==> src/rtl/motor_pkg.sv <==
// motor_pkg -- shared definitions for the motor drive blocks.
//   mode_e     : H-bridge operating modes (COAST, FWD, REV, BRAKE, DEAD).
//   PWM_PERIOD : cycles per period of the upstream motor PWM generator.
//   CNT_W      : width of the dead-time and watchdog counters.
//   cmd_mode() : maps the control inputs to the commanded mode.
package motor_pkg;

  typedef enum logic [2:0] {
    COAST = 3'd0,
    FWD   = 3'd1,
    REV   = 3'd2,
    BRAKE = 3'd3,
    DEAD  = 3'd4
  } mode_e;

  localparam int PWM_PERIOD = 35000;
  localparam int CNT_W      = 31;

  // Coast dominates (disabled or faulted), then brake, then direction.
  function automatic mode_e cmd_mode(input logic en, input logic fault,
                                     input logic brake, input logic dir);
    if (!en || fault) return COAST;
    else if (brake)   return BRAKE;
    else if (dir)     return REV;
    else              return FWD;
  endfunction

endpackage

==> src/rtl/hbridge_deadtime.sv <==
// hbridge_deadtime -- saturating down-counter that times the gate-off gap.
//   clk   : clock, rising edge
//   rst_n : synchronous active-low reset, clears the counter
//   load  : load 'value' into the counter this cycle
//   value : count to load (cycles remaining minus one)
//   done  : counter is at zero
module hbridge_deadtime
  import motor_pkg::*;
(
  input  logic             clk,
  input  logic             rst_n,
  input  logic             load,
  input  logic [CNT_W-1:0] value,
  output logic             done
);

  logic [CNT_W-1:0] cnt_q, cnt_d;

  // Stops at zero instead of wrapping, so an idle counter stays done.
  always_comb begin
    cnt_d = cnt_q;
    if (load)              cnt_d = value;
    else if (cnt_q != '0)  cnt_d = cnt_q - CNT_W'(1);
  end

  always_ff @(posedge clk) begin
    if (!rst_n) cnt_q <= '0;
    else        cnt_q <= cnt_d;
  end

  assign done = (cnt_q == '0);

endmodule

==> src/rtl/hbridge_drv.sv <==
// hbridge_drv -- H-bridge gate driver with dead-time sequencing.
//   m_clock   : clock, rising edge
//   p_reset   : synchronous active-low reset
//   pwm_in    : PWM from the motor PWM generator
//   en        : drive enable (0 = coast)
//   dir       : 0 = forward, 1 = reverse
//   brake     : 1 = brake (overrides dir when enabled)
//   ah/al     : leg A high/low gate drives
//   bh/bl     : leg B high/low gate drives
//   dead_busy : high while the bridge is in dead time
//   fault     : sticky PWM watchdog fault
// Optional feature: define HBRIDGE_DRV_WDOG_EN to build the PWM watchdog;
// without it fault is tied low.
module hbridge_drv
  import motor_pkg::*;
#(
  parameter int DEAD_CYCLES = 50,
  parameter int WDOG_CYCLES = 2 * PWM_PERIOD
)
(
  input  logic m_clock,
  input  logic p_reset,
  input  logic pwm_in,
  input  logic en,
  input  logic dir,
  input  logic brake,
  output logic ah,
  output logic al,
  output logic bh,
  output logic bl,
  output logic dead_busy,
  output logic fault
);

  // A zero dead time still gets one gate-off cycle.
  localparam int               DEAD_EFF  = (DEAD_CYCLES < 1) ? 1 : DEAD_CYCLES;
  localparam logic [CNT_W-1:0] DEAD_LOAD = CNT_W'(DEAD_EFF - 1);

  mode_e state_q, state_d, cmd;
  logic  dt_load, dt_done;
  logic  fault_s;
  logic  ah_q, al_q, bh_q, bl_q, dead_busy_q;
  logic  ah_d, al_d, bh_d, bl_d, dead_busy_d;

`ifdef HBRIDGE_DRV_WDOG_EN
  localparam logic [CNT_W-1:0] WDOG_LIM = CNT_W'(WDOG_CYCLES);

  logic [CNT_W-1:0] wdog_cnt_q, wdog_cnt_d;
  logic             fault_q, fault_d;

  // Length of the current pwm_in-high run; trips once it reaches the limit.
  // Only a disabled cycle clears the fault.
  always_comb begin
    wdog_cnt_d = wdog_cnt_q;
    if (!pwm_in)                 wdog_cnt_d = '0;
    else if (wdog_cnt_q != '1)   wdog_cnt_d = wdog_cnt_q + CNT_W'(1);
    if (!en) fault_d = 1'b0;
    else     fault_d = fault_q | (wdog_cnt_d >= WDOG_LIM);
  end

  always_ff @(posedge m_clock) begin
    if (!p_reset) begin
      wdog_cnt_q <= '0;
      fault_q    <= 1'b0;
    end else begin
      wdog_cnt_q <= wdog_cnt_d;
      fault_q    <= fault_d;
    end
  end

  assign fault_s = fault_q;
`else
  logic wdog_unused;
  assign wdog_unused = (WDOG_CYCLES == 0);
  assign fault_s     = 1'b0;
`endif

  hbridge_deadtime u_deadtime (
    .clk   (m_clock),
    .rst_n (p_reset),
    .load  (dt_load),
    .value (DEAD_LOAD),
    .done  (dt_done)
  );

  always_comb begin
    cmd     = cmd_mode(en, fault_s, brake, dir);
    state_d = state_q;
    dt_load = 1'b0;
    case (state_q)
      COAST: state_d = cmd;
      FWD, REV, BRAKE: begin
        if (cmd == COAST) begin
          state_d = COAST;
        end else if (cmd != state_q) begin
          state_d = DEAD;
          dt_load = 1'b1;
        end
      end
      // Command changes between conducting modes do not reload the counter;
      // whatever is commanded when it expires is entered.
      DEAD: begin
        if (cmd == COAST) state_d = COAST;
        else if (dt_done) state_d = cmd;
      end
      default: state_d = COAST;
    endcase

    // Gates are decoded from the next state so they line up with state_q.
    // No mode drives both switches of a leg.
    ah_d        = (state_d == FWD) & pwm_in;
    al_d        = (state_d == REV) | (state_d == BRAKE);
    bh_d        = (state_d == REV) & pwm_in;
    bl_d        = (state_d == FWD) | (state_d == BRAKE);
    dead_busy_d = (state_d == DEAD);
  end

  always_ff @(posedge m_clock) begin
    if (!p_reset) begin
      state_q     <= COAST;
      ah_q        <= 1'b0;
      al_q        <= 1'b0;
      bh_q        <= 1'b0;
      bl_q        <= 1'b0;
      dead_busy_q <= 1'b0;
    end else begin
      state_q     <= state_d;
      ah_q        <= ah_d;
      al_q        <= al_d;
      bh_q        <= bh_d;
      bl_q        <= bl_d;
      dead_busy_q <= dead_busy_d;
    end
  end

  assign ah        = ah_q;
  assign al        = al_q;
  assign bh        = bh_q;
  assign bl        = bl_q;
  assign dead_busy = dead_busy_q;
  assign fault     = fault_s;

endmodule
==> config.mk <==
export PLATFORM = sky130hd
export DESIGN_NAME = hbridge_drv
export DESIGN_NICKNAME = d
export VERILOG_FILES = /design/src/rtl/motor_pkg.sv /design/src/rtl/hbridge_deadtime.sv /design/src/rtl/hbridge_drv.sv
export SDC_FILE = /design/constraint.sdc
export NUM_CORES = 1
export LEC_CHECK = 0
export BUFFER_PORTS_ARGS = -buffer_cell sky130_fd_sc_hd__clkbuf_2
export CAP_MARGIN = 20
export CORE_ASPECT_RATIO = 0.7
export CORE_MARGIN = 10
export CORE_UTILIZATION = 61
export CTS_CLUSTER_SIZE = 8
export DETAILED_ROUTE_END_ITERATION = 10
export PLACE_DENSITY = 0.8
export SLEW_MARGIN = 40
export SYNTH_ARGS = -nofsm -noshare
export SYNTH_HDL_FRONTEND = slang
export SYNTH_HIERARCHICAL = 1
export SYNTH_SLANG_ARGS = --single-unit
==> constraint.sdc <==
create_clock -name m_clock -period 4.05 [get_ports m_clock]
set_input_delay 0.405 -clock m_clock [delete_from_list [all_inputs] [get_ports m_clock]]
set_output_delay 0.405 -clock m_clock [all_outputs]
set_load 0.01 [all_outputs]
Word-level counts from Yosys, hierarchy flattened --
Cells that the tools add are included.
Cells by class: $add $sub $neg 1, multipliers 0, divide/modulo/power cells 0, magnitude comparators 0, equality and inequality tests 9, shift operators 0, mux-type cells 13, bitwise operators 5, reductions and logical operators 7
Operator list (number):
- 31-bit logical NOT | 1
- 31-bit nonzero test | 1
- 31-bit by 1-bit subtractor with 31-bit output, second input constant | 1
- 3-bit 2-to-1 mux | 5
- 3-bit by 2-bit == test with 1-bit output, second input constant | 4
- 6-bit 2-to-1 mux | 2
- 3-bit case mux with 3 select lines | 1
- 3-bit by 1-bit == test with 1-bit output, second input constant | 2
- 3-bit == test, second input constant | 2
- 3-bit logical NOT | 2
- 2-bit 2-to-1 mux | 2
- 1-bit 2-to-1 mux | 3
- 3-bit != test | 1
- 3-bit OR reduction | 1
- 1-bit bitwise AND | 2
- 1-bit OR | 2
- 2-bit nonzero test | 1
- 2-bit OR reduction | 1
- 1-bit NOT | 1
Word-level totals: bits in registers 39, latch bits 0, memory bits (writable) 0, bits in read-only memories 0, logic and storage cells 43, memories 0

Longest topological paths before layout --
Gate-level depths: netlist (run 1).
depth after elaboration 9, gate-level depth with buffers 9

Hierarchy --
The synthesis (run 1) kept the hierarchy.
Modules (own cells, without submodules):
- hbridge_deadtime | instances 1, cells each 200, area each 1677.9 um2, seq. area each 620.6 um2
- hbridge_drv | instances 1, cells each 39, area each 362.8 um2, seq. area each 160.2 um2

Worst setup path before layout (run 1) --
Ideal clock, no wire load.
path type register to register, from register u_deadtime.cnt_q[0], to register u_deadtime.cnt_q[28], library setup time 75 ps, arrival time 2210 ps, data required time 3975 ps, path slack 1765 ps, stages on the path, launching flop included 8, buffers on the path 0, clock period less this slack 2285 ps, path through dfxtp_1 > inv_1 > ha_1 > or3b_2 > or3_4 > or4_4 > o31a_1 > a22oi_2
Between the ends: longest elaborated chain between the ends 1, elaborated cells on any way between the ends 2, those cells by class 1 x add/sub; 1 x reduce/logical
Ends and longest elaborated chain:
- from (decl) | RTL line hbridge_deadtime.sv:17 | logic [CNT_W-1:0] cnt_q, cnt_d;
- from (signal assigned) | RTL line hbridge_deadtime.sv:28 | else cnt_q <= cnt_d;
- 31-bit by 1-bit subtractor with 31-bit output / 31-bit nonzero test (equally long branches) | RTL line hbridge_deadtime.sv:23 | else if (cnt_q != '0) cnt_d = cnt_q - CNT_W'(1);
Several ways; a longest one is shown, not always the timed one. A chain may end at the register's enable or synchronous reset.

Final worst setup path (run 1) --
from register u_deadtime.cnt_q[0], to register bh_q, in the netlist bh
Between the ends: longest elaborated chain between the ends 6
Ends and longest elaborated chain:
- 31-bit logical NOT | RTL line hbridge_deadtime.sv:31 | assign done = (cnt_q == '0);
- named net dt_done | RTL line hbridge_drv.sv:40 | logic dt_load, dt_done;
- 3-bit 2-to-1 mux | RTL line hbridge_drv.sv:104 | else if (dt_done) state_d = cmd;
- 3-bit 2-to-1 mux | RTL line hbridge_drv.sv:103 | if (cmd == COAST) state_d = COAST;
- 3-bit case mux with 3 select lines | RTL line hbridge_drv.sv:90 | case (state_q)
- 3-bit by 2-bit == test with 1-bit output | RTL line hbridge_drv.sv:113 | bh_d = (state_d == REV) & pwm_in;
- 1-bit bitwise AND | RTL line hbridge_drv.sv:113
- to (signal assigned) | RTL line hbridge_drv.sv:130 | bh_q <= bh_d;
- to (decl) | RTL line hbridge_drv.sv:42 | logic ah_q, al_q, bh_q, bl_q, dead_busy_q;
The timed path passes the listed nets, and every way through them passes these cells.

==> reports/qor.yml, run 1 <==
run_status:
  status: "finished clean"
cts:
  clkSlewWorstSetupHoldPaths_ps: 80
  cts_root_buf: "clkbuf_8"
  hold_buffers: 0
  tritoncts: "done"
  clock_sinks: 39
  cts_buffer_depth: 2
  cts_buffers: 5
  clk_latency_ps: 300
  cts-resized-gates: 0
  cts_setup_buffers: 0
  cts.htree.levels: 2
layout:
  syn2layout_area_growth_pct: 13.30
  fin_nets: 286
  layoutNonFillerInstCount: 318
  diodes: 0
  stdcell_area_sq_um: 2312
  fillers: 257
  post-route-util_pct: 72.47
  layout-drive-gt1-share_pct: 12.14
place:
  io_buffers: 10
  hpwlAfterDp_mm: 3.046
  place_congestion: 0.8344
  placed_cells: 310
  pre_cts_ws_ps: 1342
  placed_cell_area_sq_um: 2227
synthesis:
  ys_ff_latch: 39
  synth_compound_area_share_pct: 15.33
  ys_types: 48
  synth_area_sq_um: 2041
  synth-simple-area-share_pct: 32.43
  yosys_warnings: 6
  synth_mux_area_share_pct: 0.5518
  synth_top_area_share_pct: 38.26
  yosysSeqAreaShare_pct: 38.26
  syn_inst: 239
  avgSynthCellArea_sq_um: 8.539
  synth_xor_area_share_pct: 9.871
  synth_top_cell_by_area: "dfxtp_1"
  synthAdderAreaFrac_pct: 0.6131
  synth_top_family_by_area: "simple AND/OR/NAND/NOR gates"
  synthTopCellsByArea: "dfxtp_1 38%, xnor2_1 7.3%, o21ai_0 6.4%"
sta:
  whs_ps: 351.2
  clock.fmax_mhz: 361.4
  period_needed_ps: 2767
  setup_slack_ps: 1283
  relSlewSlack_pct: 53.34
  rsz0062_at_grt: "false"
  hold_viol: 0
  setup_tns_ps: 0
  tightest_slew_ps: 693.6
  setup_viol: 0
  final-max-slew-violation-count: 0
  fin_crit_sh_pct: 68.32
  fin_skew_ps: 6.333
die:
  start_util_pct: 63.96
  dieArea_sq_um: 6096
  die_h_um: 68.39
  die_w_um: 89.13
  core_area_sq_um: 3191
  rows: 17
  pin_count: 12
global_route:
  grt_pass1_vias: 1637
  antenna_found_initial: 0
  grt-ovfl-total: 0
  grt_pass1_wl_mm: 7.376
  grt_util_all_layers_pct: 15.29
  grt_max_degree: 23
routing:
  drt_iter0_markers: 151
  drc: 0
  firstDrtPassIters: 4
  avgRoutedWirePerCell_um: 13.51
  antenna_left: 0
  detail_route.vias_per_cell: 5.579
  wl_mm: 4.297
  via_count: 1774
min_path:
  holdCritStartpoint: "pwm_in"
  holdPathEnd: "bh"
  hp-class: "primary input to flop"
  worstHoldPathCells: 2
power:
  p_per_area_nw_per_um2: 808.6
  power.static_leakage_nw: 0.8776
  irDropWorstVdd_uv: 455.9
  total_power_mw: 1.870
setup_path:
  cp-end-kind: "flop"
  worst_r2r_path_depth: 9
  cp.arrival_ps: 3010
  required_ps: 4300
  r2r-end: "bh"
  critical_path_class: "flop to flop"
  slowest_stage: "nor4_4"
  crit_chain: "inv_1, ha_1, nor4b_2, nand4_1, nor4_4, nand2b_1, o2111a_1, o21a_1, and3_1"
  slowest_delay_ps: 580
  crit_path_start_kind: "flop"
  ff2ff_setup_slack_ps: 1280
  r2r_start: "u_deadtime/cnt_q[0]"
  crit_fanout: 8
flow_run:
  cap_violations: 0
per-layer routing:
| layer | up-vias | part of all wire, % | global-route usage [%] |
|---|---|---|---|
| met1 | 811 | 51 | 20.87 |
| met4 | 0 | 0.72 | 5.336 |
| met2 | 34 | 43 | 22.40 |
| met5 | - | 0 | 0 |
| met3 | 7 | 4.7 | 4.508 |
| li1 | 922 | - | - |
critical path, delay by kind of cell (launching register included):
kind                       cells  cell delay, ps
and+or+nand+nor                5            1700
AOI/OAI and AO/OA              2             390
buffers and inverters          1              80
DFF                            1             350
adders and majority gates      1             190
cell usage in the layout, fill, tap and decap left out, drive strengths merged, types with 3 or more instances in the layout:
| cell | netlist | layout |
|---|---|---|
| nand4 | 6 | 6 |
| nor4 | 13 | 13 |
| xor2 | 6 | 6 |
| o21a | 4 | 4 |
| nor3 | 10 | 10 |
| o31ai | 3 | 3 |
| inv | 4 | 4 |
| or4 | 10 | 10 |
| conb | 2 | 32 |
| nand2 | 29 | 29 |
| or3b | 3 | 3 |
| clkbuf | 5 | 15 |
| nor2 | 12 | 12 |
| or3 | 5 | 5 |
| nand3 | 5 | 5 |
| xnor2 | 17 | 17 |
| o21ai | 28 | 28 |
| clkinv | 0 | 3 |
| and2 | 7 | 7 |
| dfxtp | 39 | 39 |
| nand2b | 5 | 5 |
synthesized netlist by cell type, drive strengths merged:
library cell / count
conb: 2
o21ai: 28
nand4b: 2
nor3: 10
nand2: 29
nand2b: 5
o211ai: 1
and2: 7
a2bb2oi: 1
a31oi: 1
o41ai: 2
o31a: 2
and3: 2
o2bb2ai: 1
ha: 1
dfxtp: 39
buf: 3
or4b: 1
o21a: 4
and4: 2
nand3: 5
a21oi: 2
xnor2: 17
or3b: 3
xor2: 6
or4: 10
o2111a: 1
nor4b: 1
o31ai: 3
mux2: 1
or3: 5
nor4: 13
clkbuf: 5
a211oi: 1
a22oi: 1
nand4: 6
nor2: 12
inv: 4
cell families after synthesis:
family,Yosys count
flops,39
compound gates,48
buf+inv,12
mux,1
other cells,2
fa+ha+maj,1
xor+xnor,23
simple gates,113
where the power goes:
group	internal, mW	switching, mW
Sequential	0.515	0.162
Combinational	0.407	0.532
Clock	0.118	0.136
worst max-delay path by stage:
stage | slack, ps | cells past startpoint | endpoint | start
after floorplan | 1760 | 7 | u_deadtime/cnt_q[28] | u_deadtime/cnt_q[0]
after global placement | 1460 | 9 | ah | u_deadtime/cnt_q[0]
after detailed placement | 1340 | 7 | u_deadtime/cnt_q[8] | u_deadtime/cnt_q[0]
after CTS | 1320 | 9 | bh | u_deadtime/cnt_q[0]
after global routing | 1090 | 9 | ah | u_deadtime/cnt_q[0]
final | 1280 | 9 | bh | u_deadtime/cnt_q[0]
area by class of cell:
class,instances,area [sq um],area share (%)
tap,38,47.55,2.056
inverter,4,15.01,0.6493
timing repair buffer,11,57.56,2.489
sequential,39,780.7,33.77
clock inverter,3,15.01,0.6493
multi-input combinational,218,1328,57.41
clock buffer,5,68.82,2.976
state kept, by name (all words and copies together) (netlist names):
| signal | cells |
|---|---|
| bl | 1 |
| al | 1 |
| dead_busy | 1 |
| ah | 1 |
| state_q | 3 |
| bh | 1 |
| u_deadtime/cnt_q | 31 |
No activity file was read; power rests on OpenSTA's default activity.
==> run 2: changes to the inputs <==
- ABC_AREA: default -> 1
- CORE_UTILIZATION: 61 -> 56
- PLACE_DENSITY: 0.8 -> 0.77
- clock period: 4.05 -> 2.3 ns (I/O delays scaled with it)
==> reports/qor.yml, run 2 <==
run_status:
  status: "finished clean"  # unchanged
cts:
  cts_buffer_depth: 2  # unchanged
  cts_buffers: 5  # unchanged
  clock_sinks: 39  # unchanged
  tritoncts: "done"  # unchanged
  cts_setup_buffers: 0  # unchanged
  cts_root_buf: "clkbuf_8"  # unchanged
  clkSlewWorstSetupHoldPaths_ps: 80  # about the same
  cts.htree.levels: 2  # unchanged
  clk_latency_ps: 300  # about the same
  cts-resized-gates: 0  # unchanged
  hold_buffers: 0  # unchanged
setup_path:
  r2r-end: "ah"  # was bh
  slowest_delay_ps: 320  # was 580 ps
  crit_fanout: 8  # unchanged
  cp.arrival_ps: 2200  # was 3010 ps
  ff2ff_setup_slack_ps: 300  # was 1280 ps
  required_ps: 2500  # was 4300 ps
  worst_r2r_path_depth: 13  # was 9
  slowest_stage: "dfxtp_1"  # was nor4_4
  endpoint: "ah"  # was bh
  r2r_start: "u_deadtime/cnt_q[0]"  # unchanged
  critical_path_class: "flop to flop"  # unchanged
  cp-end-kind: "flop"  # unchanged
  crit_path_start_kind: "flop"  # unchanged
  crit_chain: "inv_1, ha_2, nand2_4, nor2_8, nand3_1, nor3_2, o21ai_0, nor2_1, o21ai_1, nand2_1, inv_2, nand2_1, nor2_2"  # was inv_1, ha_1, nor4b_2, nand4_1, nor4_4, nand2b_1, o2111a_1, o21a_1, and3_1
  crit_start: "u_deadtime/cnt_q[0]"  # unchanged
  crit_path_frequent_cell: "nand2_1"
synthesis:
  synth.most_common_cell: "nand2_1"  # was dfxtp_1
  synth_common_cells: "134 x nand2_1, 70 x nor2_1, 39 x dfxtp_1"  # was 39 x dfxtp_1, 29 x nand2_1, 26 x o21ai_0
  async_flop_share_pct: 0  # unchanged
  ys_ff_latch: 39  # unchanged
  syn_inst: 421  # was 239
  synth_compound_area_share_pct: 8.944  # was 15.33%
  synth_top_cell_by_area: "dfxtp_1"  # unchanged
  avgSynthCellArea_sq_um: 6.247  # was 8.539 sq um
  synth_top_family_by_area: "simple AND/OR/NAND/NOR gates"  # unchanged
  synth_area_sq_um: 2630  # was 2041 sq um
  synth_mux_area_share_pct: 0  # was 0.5518%
  synth_ff_type: "dfxtp_1"  # unchanged
  synthAdderAreaFrac_pct: 0.4757  # was 0.6131%
  synth-simple-area-share_pct: 47.72  # was 32.43%
  synthTopCellsByArea: "dfxtp_1 30%, nand2_1 19%, nor2_1 10%"  # was dfxtp_1 38%, xnor2_1 7.3%, o21ai_0 6.4%
  synth_edf_count: 0  # unchanged
  synth_top_area_share_pct: 29.69  # was 38.26%
  yosys_warnings: 6  # unchanged
  yosysSeqAreaShare_pct: 29.69  # was 38.26%
  synth_xor_area_share_pct: 4.662  # was 9.871%
  ys_types: 33  # was 48
layout:
  top_regs: "u_deadtime/cnt_q: 31 flops, state_q: 3 flops"  # unchanged
  diodes: 0  # unchanged
  layout_common_cells: "134 x nand2_1, 70 x nor2_1, 39 x dfxtp_1"  # was 39 x dfxtp_1, 32 x conb_1, 29 x nand2_1
  layout-drive-gt1-share_pct: 17.03  # was 12.14%
  layout_commonest_cell: "nand2_1"  # was dfxtp_1
  layoutNonFillerInstCount: 519  # was 318
  stdcell_area_sq_um: 2957  # was 2312 sq um
  syn2layout_area_growth_pct: 12.42  # was 13.30%
  largest-register: "u_deadtime/cnt_q"  # unchanged
  largest_reg_flops: 31  # unchanged
  fin_nets: 470  # was 286
sta:
  relSlewSlack_pct: 62.70  # was 53.34%
  final-max-slew-violation-count: 0  # unchanged
  fin_skew_ps: 4.201  # was 6.333 ps
  period_needed_ps: 1995  # was 2767 ps
  rsz0062_at_grt: "false"  # unchanged
  hold_viol: 0  # unchanged
  setup_tns_ps: 0  # unchanged
  tightest_slew_ps: 558.8  # was 693.6 ps
  clock.fmax_mhz: 501.1  # was 361.4 MHz
  fin_crit_sh_pct: 86.76  # was 68.32%
  setup_viol: 0  # unchanged
routing:
  drt_iter0_markers: 196  # was 151
  drc: 0  # unchanged
  detail_route.vias_per_cell: 4.909  # was 5.579
  antenna_left: 0  # unchanged
  wl_mm: 6.184  # was 4.297 mm
  avgRoutedWirePerCell_um: 11.92  # was 13.51 um
  via_count: 2548  # was 1774
  firstDrtPassIters: 5  # was 4
global_route:
  grt_pass1_vias: 2433  # was 1637
  grt_util_all_layers_pct: 16.76  # was 15.29%
  grt-ovfl-total: 0  # unchanged
  antenna_found_initial: 0  # unchanged
  grt_pass1_wl_mm: 11.00  # was 7.376 mm
  grt_max_degree: 30  # was 23
place:
  place_congestion: 1.026  # was 0.8344
  placed_cells: 511  # was 310
  placed_cell_area_sq_um: 2836  # was 2227 sq um
  io_buffers: 10  # unchanged
  hpwlAfterDp_mm: 4.837  # was 3.046 mm
power:
  power.static_leakage_nw: 1.442  # was 0.8776 nW
  irDropWorstVdd_uv: 632.5  # was 455.9 uV
  p_per_area_nw_per_um2: 1689  # was 808.6 nW/um^2
die:
  core_area_sq_um: 4429  # was 3191 sq um
  rows: 20  # was 17
  dieArea_sq_um: 7881  # was 6096 sq um
  start_util_pct: 59.38  # was 63.96%
  die_w_um: 101.9  # was 89.13 um
  die_h_um: 77.34  # was 68.39 um
  pin_count: 12  # unchanged
flow_run:
  cap_violations: 0  # unchanged
min_path:
  worstHoldPathCells: 3  # was 2
  hp-class: "primary input to flop"  # unchanged
==> run 2: area by class of cell <==
class | count | area, sq um
Multi-Input combinational cell | 362 | 1748
Timing Repair Buffer | 16 | 95.09
Clock inverter | 2 | 35.03
Tap cell | 55 | 68.82
Fill cell | 402 | 1473
Clock buffer | 6 | 82.58
Inverter | 39 | 146.4
Sequential cell | 39 | 780.7
==> run 2: worst max-delay path: cells and delay by family, from the launching register on <==
kind            cells  cell delay [ps]
fa+ha+maj           1              270
compound gates      2              190
simple gates        8              960
flops               1              320
buf+inv             2              160
==> run 2: cells by family after synthesis <==
group	after synthesis
AND/OR/NAND/NOR	280
buffers and inverters	50
flip-flops	39
AO/OA/AOI/OAI	35
XOR/XNOR	14
other	2
adder cells (fa/ha/maj)	1
==> run 2: power breakdown <==
part	total (mW)	leakage [nW]	internal (mW)	switching, mW
clock network	0.606	0.0612	0.351	0.255
logic	3.23	1.06	1.08	2.14
registers	1.16	0.319	0.912	0.252
==> run 2: worst min path at each step <==
stage                start  end  slack (ps)
floorplan           pwm_in   ah         370
finish              pwm_in   ah         170
detailed placement  pwm_in   ah         480
global placement    pwm_in   ah         480
CTS                 pwm_in   ah         160
global route        pwm_in   ah         190
==> run 2: per-stage QoR <==
stage | setup slack, ps | power, mW | util [%] | hold WS (ps)
floorplan | 459.6 | 3.709 | - | 370.7
global placement | 319.6 | 4.238 | 64.04 | 480.1
detailed placement | 239.4 | 4.324 | 64.04 | 478.4
CTS | 229.5 | 4.943 | 66.69 | 161.6
global route | 4.996 | 5.543 | 66.75 | 186.5
finish | 304.6 | 4.995 | 66.75 | 166.3
==> run 2: routing by layer <==
metal / track usage (%) / vias to the layer above / wire [um]
li1: - / 1363 / -
met1: 23.13 / 1119 / 3113
met2: 25.11 / 58 / 2605
met3: 4.425 / 8 / 406
met4: 4.494 / 0 / 58
met5: 0 / - / 0
==> run 3: changes to the inputs <==
- ABC_AREA: 1 -> default
- CORE_UTILIZATION: 56 -> 54
- PLACE_DENSITY: 0.77 -> 0.75
==> reports/qor.yml, run 3 (synthesized netlist as in run 1, its figures left out) <==
die:
  core_area_sq_um: 3581  # was 4429 sq um
  start_util_pct: 56.99  # was 59.38%
  pin_count: 12  # unchanged
  dieArea_sq_um: 6677  # was 7881 sq um
  die_h_um: 71.44  # was 77.34 um
  die_w_um: 93.48  # was 101.9 um
  rows: 18  # was 20
layout:
  fillers: 298  # was 402
  diodes: 0  # unchanged
  layout-drive-gt1-share_pct: 20.20  # was 17.03%
  largest-register: "u_deadtime/cnt_q"  # unchanged
  layoutNonFillerInstCount: 352  # was 519
  largest_reg_flops: 31  # unchanged
  top_regs: "u_deadtime/cnt_q: 31 flops, state_q: 3 flops"  # unchanged
  final-seq-area_sq_um: 782.0  # was 780.7 sq um
  multi_input_area_sq_um: 1373  # was 1748 sq um
  layout_common_cells: "38 x dfxtp_1, 32 x conb_1, 29 x nand2_1"  # was 134 x nand2_1, 70 x nor2_1, 39 x dfxtp_1
  fin_nets: 308  # was 470
  layout_commonest_cell: "dfxtp_1"  # was nand2_1
  syn2layout_area_growth_pct: 25.81  # was 12.42%
place:
  io_buffers: 10  # unchanged
  place_congestion: 0.8562  # was 1.026
  hpwlAfterDp_mm: 3.297  # was 4.837 mm
  placed_cells: 342  # was 511
  pre_cts_ws_ps: 1.669  # was 239.4 ps
power:
  irDropWorstVdd_uv: 854.9  # was 632.5 uV
  p_per_area_nw_per_um2: 1506  # was 1689 nW/um^2
  power.static_leakage_nw: 1.005  # was 1.442 nW
run_status:
  status: "finished clean"  # unchanged
sta:
  hold_viol: 0  # unchanged
  fin_crit_sh_pct: 97.07  # was 86.76%
  period_needed_ps: 2233  # was 1995 ps
  final-max-slew-violation-count: 0  # unchanged
  fin_skew_ps: 4.734  # was 4.201 ps
  setup_viol: 0  # unchanged
  clock.fmax_mhz: 447.9  # was 501.1 MHz
  setup_slack_ps: 67.36  # was 304.6 ps
  setup_tns_ps: 0  # unchanged
global_route:
  grt_max_degree: 23  # was 30
  antenna_found_initial: 0  # unchanged
  grt_pass1_vias: 1820  # was 2433
  grt_util_all_layers_pct: 15.45  # was 16.76%
  grt-ovfl-total: 0  # unchanged
  grt_pass1_wl_mm: 8.349  # was 11.00 mm
routing:
  avgRoutedWirePerCell_um: 13.46  # was 11.92 um
  drc: 0  # unchanged
  antenna_left: 0  # unchanged
  drt_iter0_markers: 95  # was 196
  wl_mm: 4.737  # was 6.184 mm
  firstDrtPassIters: 5  # unchanged
  via_count: 1866  # was 2548
  detail_route.vias_per_cell: 5.301  # was 4.909
cts:
  tritoncts: "done"  # unchanged
  clk_latency_ps: 300  # about the same
  clkSlewWorstSetupHoldPaths_ps: 70  # was 80 ps
  cts_buffers: 5  # unchanged
  cts_root_buf: "clkbuf_8"  # unchanged
  clock_sinks: 39  # unchanged
  cts.htree.levels: 2  # unchanged
  hold_buffers: 0  # unchanged
  cts_buffer_depth: 2  # unchanged
setup_path:
  cp-end-kind: "flop"  # unchanged
  required_ps: 2520  # was 2500 ps
  critical_path_class: "flop to flop"  # unchanged
  crit_fanout: 3  # was 8
  crit_path_start_kind: "flop"  # unchanged
  cp.arrival_ps: 2460  # was 2200 ps
min_path:
  hp-class: "primary input to flop"  # unchanged
flow_run:
  cap_violations: 0  # unchanged
==> run 3: cell count changes in the layout (fill, tap and decap cells not counted), moves of 10 or more <==
cell,before,now
nor4_1,0,10
nor2_1,70,12
a21oi_2,12,0
nand2_2,18,0
nand2_1,134,29
buf_4,6,22
o21ai_0,9,26
inv_1,36,4
nand3_1,27,5
xnor2_1,6,17
==> run 3: final cells by class <==
class                           count  area share, %
Tap cell                           50          2.437
Inverter                            4         0.5848
Clock buffer                        8          3.899
Timing Repair Buffer               33          9.162
Multi-Input combinational cell    218          53.46
Sequential cell                    39          30.46
==> run 3: path summary, 6_finish.rpt <==
path | from | to | slack, ps | cells after the start
min reg2reg | u_deadtime/cnt_q[28] | u_deadtime/cnt_q[28] | 480 | 2
max reg2reg | u_deadtime/cnt_q[0] | u_deadtime/cnt_q[28] | 70 | 7
min | pwm_in | ah | 180 | 2
max | u_deadtime/cnt_q[0] | u_deadtime/cnt_q[28] | 70 | 7
==> run 3: timing repair <==
item,4_1_cts,5_1_grt
setup buffers,0,2
pin swaps,1,2
gates resized for setup,2,7
endpoints found under the setup margin,2,7
hold endpoints to repair,0,0
==> run 3: worst max-delay path, cell delays in order (launching register included) <==
cell	delay [ps]
dfxtp_1	320
inv_1	70
ha_2	200
or3b_4	390
or3_4	340
or4_4	430
o31a_1	260
a22oi_2	150
==> run 3: stage by stage <==
step	hold WS [ps]	area [sq um]	power (mW)	util, %
floorplan	347.6	2153	2.504	-
global placement	451.4	2405	3.135	67.16
detailed placement	467.3	2405	3.174	67.16
CTS	165.9	2510	3.726	70.09
global route	182.1	2567	4.200	71.70
finish	179.4	2567	3.867	71.70
==> run 3: where the power goes <==
| group | internal (mW) | total [mW] | leakage (nW) | switching, mW |
|---|---|---|---|---|
| registers | 0.909 | 1.17 | 0.320 | 0.259 |
| logic | 1.09 | 2.18 | 0.634 | 1.09 |
| clock network | 0.274 | 0.516 | 0.0515 | 0.243 |
| total | 2.28 | 3.87 | 1.01 | 1.59 |
==> run 3: layer usage <==
metal	track usage, %	part of all wire (%)
met5	0	0
met4	6.314	1.3
met3	5.099	3.5
met2	22.42	45
met1	20.46	50
